## config.mk

```make
export PLATFORM = sky130hd
export DESIGN_NAME = counter_b4_monitor_flat
export DESIGN_NICKNAME = d
export VERILOG_FILES = /design/src/rtl/counter_b4_pkg.sv /design/src/rtl/counter_b4_monitor_if.sv /design/src/rtl/counter_b4_model.sv /design/src/rtl/counter_b4_monitor.sv /design/src/flat_wrapper.sv
export SDC_FILE = /design/constraint.sdc
export NUM_CORES = 1
export LEC_CHECK = 0
export CAP_MARGIN = 5
export CORE_AREA = 2 2 52 54
export CTS_CLUSTER_DIAMETER = 40
export DETAILED_ROUTE_END_ITERATION = 10
export DIE_AREA = 0 0 54 56
export HOLD_SLACK_MARGIN = 0.02
export PLACE_DENSITY = 0.76
export SKIP_CTS_REPAIR_TIMING = 1
export SLEW_MARGIN = 0
export SYNTH_ARGS = -nofsm -noshare
export SYNTH_HDL_FRONTEND = slang
export SYNTH_HIERARCHICAL = 1
export SYNTH_SLANG_ARGS = --single-unit
```

## constraint.sdc

```tcl
create_clock -name b4_clk -period 2.3 [get_ports b4_clk]
set_clock_uncertainty 0.1 [all_clocks]
set_input_delay 0.46 -clock b4_clk [delete_from_list [all_inputs] [get_ports b4_clk]]
set_output_delay 0.46 -clock b4_clk [all_outputs]
set_load 0.02 [all_outputs]
```

## src/rtl/counter_b4_pkg.sv

```systemverilog
// Shared types for the 4-bit multi-mode counter family.
// Mode codes, counter width and monitor states.
package counter_b4_pkg;

  localparam int CNT_W = 4;

  typedef logic [1:0] mode_t;

  localparam mode_t MODE_UP3  = 2'b00;
  localparam mode_t MODE_DN1  = 2'b01;
  localparam mode_t MODE_UP1  = 2'b10;
  localparam mode_t MODE_LOAD = 2'b11;

  typedef enum logic [1:0] {
    UNSYNC = 2'd0,
    TRACK  = 2'd1,
    FAIL   = 2'd2
  } mon_state_t;

endpackage

```

## src/rtl/counter_b4_monitor_if.sv

```systemverilog
// Observation bundle between the b4 counter harness and its monitor.
// The master side drives copies of stimulus and counter outputs.
interface counter_b4_monitor_if #(
  parameter int ERR_W = 8
);
  import counter_b4_pkg::*;

  logic             mon_dut_reset;
  logic             mon_enable;
  mode_t            mon_mode;
  logic [CNT_W-1:0] mon_D;
  logic [CNT_W-1:0] mon_Q;
  logic             mon_load;
  logic             mon_rco;

  logic             mon_synced;
  logic [CNT_W-1:0] mon_exp_Q;
  logic             mon_err;
  logic [ERR_W-1:0] mon_err_cnt;
  logic             mon_fail;

  modport master (
    output mon_dut_reset, mon_enable, mon_mode,
    output mon_D, mon_Q, mon_load, mon_rco,
    input  mon_synced, mon_exp_Q, mon_err,
    input  mon_err_cnt, mon_fail
  );

  modport slave (
    input  mon_dut_reset, mon_enable, mon_mode,
    input  mon_D, mon_Q, mon_load, mon_rco,
    output mon_synced, mon_exp_Q, mon_err,
    output mon_err_cnt, mon_fail
  );

endinterface

```

## src/rtl/counter_b4_model.sv

```systemverilog
// Next-value function of the multi-mode counter.
// Pure combinational; width follows CNT_W.
module counter_b4_model
  import counter_b4_pkg::*;
(
  input  logic [CNT_W-1:0] q,
  input  mode_t            mode,
  input  logic [CNT_W-1:0] d,
  input  logic             enable,
  output logic [CNT_W-1:0] nxt_q,
  output logic             nxt_load,
  output logic             nxt_rco
);

  localparam logic [CNT_W-1:0] Q_MAX = '1;
  localparam logic [CNT_W-1:0] Q_UP3 = Q_MAX - CNT_W'(2);

  always_comb begin
    nxt_q    = '0;
    nxt_load = 1'b0;
    nxt_rco  = 1'b0;
    if (enable) begin
      nxt_rco = (q == Q_MAX);
      unique case (mode)
        MODE_UP3: begin
          nxt_q   = q + CNT_W'(3);
          nxt_rco = (q >= Q_UP3);
        end
        MODE_DN1: nxt_q = q - CNT_W'(1);
        MODE_UP1: nxt_q = q + CNT_W'(1);
        MODE_LOAD: begin
          nxt_q    = d;
          nxt_load = 1'b1;
        end
      endcase
    end
  end

endmodule

```

## src/rtl/counter_b4_monitor.sv

```systemverilog
// Receive-side checker for the b4 counter: predicts Q/load/rco
// one edge ahead and counts mismatches against the observed outputs.
module counter_b4_monitor
  import counter_b4_pkg::*;
#(
  parameter int ERR_W       = 8,
  parameter bit CHECK_RCO   = 1'b0,
  parameter bit STOP_ON_ERR = 1'b0
) (
  input logic                b4_clk,
  input logic                b4_reset_n,
  counter_b4_monitor_if.slave mon
);

  localparam logic [ERR_W-1:0] CNT_MAX = '1;

  mon_state_t       state;
  mon_state_t       state_nxt;
  logic [CNT_W-1:0] exp_q;
  logic             exp_load;
  logic             exp_rco;
  logic             chk_vld;
  logic [CNT_W-1:0] nxt_q;
  logic             nxt_load;
  logic             nxt_rco;
  logic             err;
  logic             fail;
  logic [ERR_W-1:0] err_cnt;
  logic             cmp_en;
  logic             mism;
  logic             sync_ok;

  counter_b4_model u_model (
    .q        (exp_q),
    .mode     (mon.mon_mode),
    .d        (mon.mon_D),
    .enable   (mon.mon_enable),
    .nxt_q    (nxt_q),
    .nxt_load (nxt_load),
    .nxt_rco  (nxt_rco)
  );

  assign cmp_en = chk_vld && (state == TRACK);

  assign mism = cmp_en &&
    ((mon.mon_Q != exp_q) ||
     (mon.mon_load != exp_load) ||
     (CHECK_RCO && (mon.mon_rco != exp_rco)));

  // Disabled or loading: the next Q is known
  assign sync_ok = !mon.mon_dut_reset &&
    (!mon.mon_enable || (mon.mon_mode == MODE_LOAD));

  always_comb begin
    state_nxt = state;
    unique case (state)
      UNSYNC: if (sync_ok) state_nxt = TRACK;
      TRACK: begin
        if (mon.mon_dut_reset)
          state_nxt = UNSYNC;
        else if (mism && STOP_ON_ERR)
          state_nxt = FAIL;
      end
      FAIL:    state_nxt = FAIL;
      default: state_nxt = UNSYNC;
    endcase
  end

  always_ff @(posedge b4_clk or negedge b4_reset_n) begin
    if (!b4_reset_n) begin
      state    <= UNSYNC;
      exp_q    <= '0;
      exp_load <= 1'b0;
      exp_rco  <= 1'b0;
      chk_vld  <= 1'b0;
      err      <= 1'b0;
      fail     <= 1'b0;
      err_cnt  <= '0;
    end else begin
      state <= state_nxt;
      err   <= mism;
      if (mism) fail <= 1'b1;
      if (mism && (err_cnt != CNT_MAX))
        err_cnt <= err_cnt + ERR_W'(1);
      if (state != FAIL) begin
        if (mon.mon_dut_reset) begin
          exp_load <= 1'b0;
          exp_rco  <= 1'b0;
          chk_vld  <= 1'b0;
        end else if ((state == TRACK) || sync_ok) begin
          exp_q    <= nxt_q;
          exp_load <= nxt_load;
          exp_rco  <= nxt_rco;
          chk_vld  <= 1'b1;
        end else begin
          chk_vld  <= 1'b0;
        end
      end
    end
  end

  assign mon.mon_synced  = (state == TRACK);
  assign mon.mon_exp_Q   = exp_q;
  assign mon.mon_err     = err;
  assign mon.mon_err_cnt = err_cnt;
  assign mon.mon_fail    = fail;

endmodule

```

## src/flat_wrapper.sv

```systemverilog
// flat-port wrapper written by rule: the top's interface ports become plain ports
module counter_b4_monitor_flat import counter_b4_pkg::*;
#(
  parameter int ERR_W       = 8,
  parameter bit CHECK_RCO   = 1'b0,
  parameter bit STOP_ON_ERR = 1'b0
)
  (b4_clk, b4_reset_n, mon_mon_dut_reset, mon_mon_enable, mon_mon_mode, mon_mon_D, mon_mon_Q, mon_mon_load, mon_mon_rco, mon_mon_synced, mon_mon_exp_Q, mon_mon_err, mon_mon_err_cnt, mon_mon_fail);
  counter_b4_monitor_if #(.ERR_W(ERR_W)) mon_i ();
  input logic b4_clk;
  input logic b4_reset_n;
  input wire logic [$bits(mon_i.mon_dut_reset)-1:0] mon_mon_dut_reset;
  input wire logic [$bits(mon_i.mon_enable)-1:0] mon_mon_enable;
  input wire logic [$bits(mon_i.mon_mode)-1:0] mon_mon_mode;
  input wire logic [$bits(mon_i.mon_D)-1:0] mon_mon_D;
  input wire logic [$bits(mon_i.mon_Q)-1:0] mon_mon_Q;
  input wire logic [$bits(mon_i.mon_load)-1:0] mon_mon_load;
  input wire logic [$bits(mon_i.mon_rco)-1:0] mon_mon_rco;
  output wire logic [$bits(mon_i.mon_synced)-1:0] mon_mon_synced;
  output wire logic [$bits(mon_i.mon_exp_Q)-1:0] mon_mon_exp_Q;
  output wire logic [$bits(mon_i.mon_err)-1:0] mon_mon_err;
  output wire logic [$bits(mon_i.mon_err_cnt)-1:0] mon_mon_err_cnt;
  output wire logic [$bits(mon_i.mon_fail)-1:0] mon_mon_fail;
  assign mon_i.mon_dut_reset = mon_mon_dut_reset;
  assign mon_i.mon_enable = mon_mon_enable;
  assign mon_i.mon_mode = mon_mon_mode;
  assign mon_i.mon_D = mon_mon_D;
  assign mon_i.mon_Q = mon_mon_Q;
  assign mon_i.mon_load = mon_mon_load;
  assign mon_i.mon_rco = mon_mon_rco;
  assign mon_mon_synced = mon_i.mon_synced;
  assign mon_mon_exp_Q = mon_i.mon_exp_Q;
  assign mon_mon_err = mon_i.mon_err;
  assign mon_mon_err_cnt = mon_i.mon_err_cnt;
  assign mon_mon_fail = mon_i.mon_fail;
  counter_b4_monitor #(.ERR_W(ERR_W), .CHECK_RCO(CHECK_RCO), .STOP_ON_ERR(STOP_ON_ERR)) u_core (.b4_clk(b4_clk), .b4_reset_n(b4_reset_n), .mon(mon_i));
endmodule
```

==> results <==
-- final timing paths --
path / startpoint / depth (start not counted) / slack [ns] / to
setup / recovery: u_core/state[1] / 2 / 0.25 / mon_mon_synced
hold / removal: u_core/mon.mon_fail / 1 / 0.38 / u_core/mon.mon_fail
setup reg to reg: u_core/mon.mon_exp_Q[1] / 6 / 0.39 / u_core/mon.mon_exp_Q[3]
hold reg to reg: u_core/mon.mon_fail / 1 / 0.38 / u_core/mon.mon_fail
max in group asynchronous: b4_reset_n / 2 / 1.50 / u_core/state[1]
min in group asynchronous: b4_reset_n / 2 / 0.40 / u_core/mon.mon_err_cnt[5]
-- worst register-to-register path: stages, from the launching register on --
cell and delay, ns:
dfrtp_1 0.46, ha_1 0.31, a21o_1 0.17, a21oi_2 0.19, xor2_1 0.21, o32ai_2 0.10
mux2_4 0.26
-- area by class of cell --
type,instances,share of cell area (%)
Inverter,2,0.491
Sequential cell,18,29.5
Timing Repair Buffer,41,25.2
Clock buffer,4,2.37
Multi-Input combinational cell,73,40.0
Tap cell,30,2.45
-- registers in the layout, summed over array words and instances, names as in the netlist --
register                count
u_core/state                2
u_core/mon.mon_err          1
u_core/exp_load             1
u_core/mon.mon_err_cnt      8
u_core/mon.mon_fail         1
u_core/chk_vld              1
u_core/mon.mon_exp_Q        4
-- power by group --
part | internal, mW | switching [mW] | leakage [nW]
Sequential | 0.379 | 0.0806 | 0.229
Clock | 0.0962 | 0.0918 | 0.0210
Combinational | 0.295 | 0.244 | 0.476
-- layer usage --
layer | vias to the layer above | global-route usage, % | part of all wire [%]
met4 | 0 | 3.93 | 0.36
met2 | 24 | 28.2 | 52
li1 | 427 | - | -
met1 | 402 | 18.6 | 43
met5 | - | 0 | 0
met3 | 2 | 1.88 | 4.5
==> summary.md <==
| Metric | Value |
|---|---|
| Status | complete, no violations |
| Leak Pwr | 0.725 nW |
| Hold WS | 0.383 ns |
| Routed wire per std cell | 13.2 µm |
| Rel. slew slack | 76.5% |
| Nets@finish | 159 |
| Crit path kind | flip-flop to primary output |
| Yosys warning count | 6 |
| Setup WS pre-CTS | -0.320 ns |
| Worst Path Required | 1.74 ns |
| Sequence of cells on the critical path | nor2b_4, clkdlybuf4s50_1 |
| CTS Sinks | 18 |
| Initial core utilization | 44.2% |
| Pin count of the biggest net entering global routing | 19 |
| Vias per std cell | 5.09 |
| Final setup fails | 0 |
| Core Util, Final | 62.9% |
| Most frequent cells in the layout | clkdlybuf4s50_1, dfrtp_1, buf_4 |
| Die area | 0.00302 mm² |
| Final WL | 2220 µm |
| Synth Instances | 94 |
| CP Capture Type | primary output |
| CP peak stage delay | 0.61 ns |
| Least-Margin Pin Slew | 0.352 ns |
| DP Cell Count | 163 |
| Post-route ant nets | 0 |
| Core box area | 0.00243 mm² |
| Residual DRC | 0 |
| Final hold vios | 0 |
| Crit-path max FO | 4 |
| Tot Pwr | 1.19 mW |
| Synthesized area per cell | 11.4 µm² |
| Peak Freq | 0.487 GHz |
| Post-Layout Cell Count | 168 |
| DPL Wire Length | 1750 µm |
| Worst Path Buf+Inv | 1 |
| Total grt overflow | 0 |
| I/O pin count | 31 |
| Unrepaired setup endpoints after global routing | false |
| Die width | 54 µm |
| Die height | 56 µm |
| Layout cells sized above 1 | 25.4% |
| Later-pin clock latency in the skew report | 0.28 ns |
| 1st-iter DRT viols | 1 |
| Reg clk slew, reported paths | 0.10 ns |
| Maximum VDD drop | 0.512 mV |
| Number of global-route vias before repair | 890 |
| Total CTS buffers | 3 |
| Fin Setup TNS | 0 ns |
| Final worst slack | 0.248 ns |
| Clock Path Buffers | 2 |
| CP Data Arrival Time | 1.49 ns |
| Final period utilization | 89.2% |
| Fill cells | 210 |
| Area of placed instances | 0.00147 mm² |
| Slowest CP cell | clkdlybuf4s50_1 |
| Maxcap violations | 0 |
| CTS H-Tree Depth | 1 |
| Fin area | 0.00153 mm² |
| Routed vias | 855 |
| Slew Limit Fails | 0 |
| Port Buf Inserts | 29 |
| Total track usage | 15.5% |
| Power density cells | 776 mW/mm² |
| Crit path max-delay family | buffers and inverters |
| Layout area overhead | 42.3% |
| Routability cong. | 0.742 |
| FF+latch area | 450 µm² |
| First-pass GRT wire length | 3640 µm |
| Synth Cell Area | 0.00107 mm² |
| Commonest non-fill, non-tap cell in the layout | clkdlybuf4s50_1 |
| Minimum clock period | 2.05 ns |
| First drt pass iteration count | 3 |
| CTS tree | yes |
| Antenna diodes | 0 |
| Startpoint class of the critical path | flip-flop |
| Num rows | 18 |
| HP Class | flip-flop to flip-flop |
| Syn Nets | 114 |
| Initial antenna violation count | 0 |
| Root Buffer | clkbuf_4 |
| Area of the multi-input gates | 612 µm² |
(Power assumes the default switching activity.)
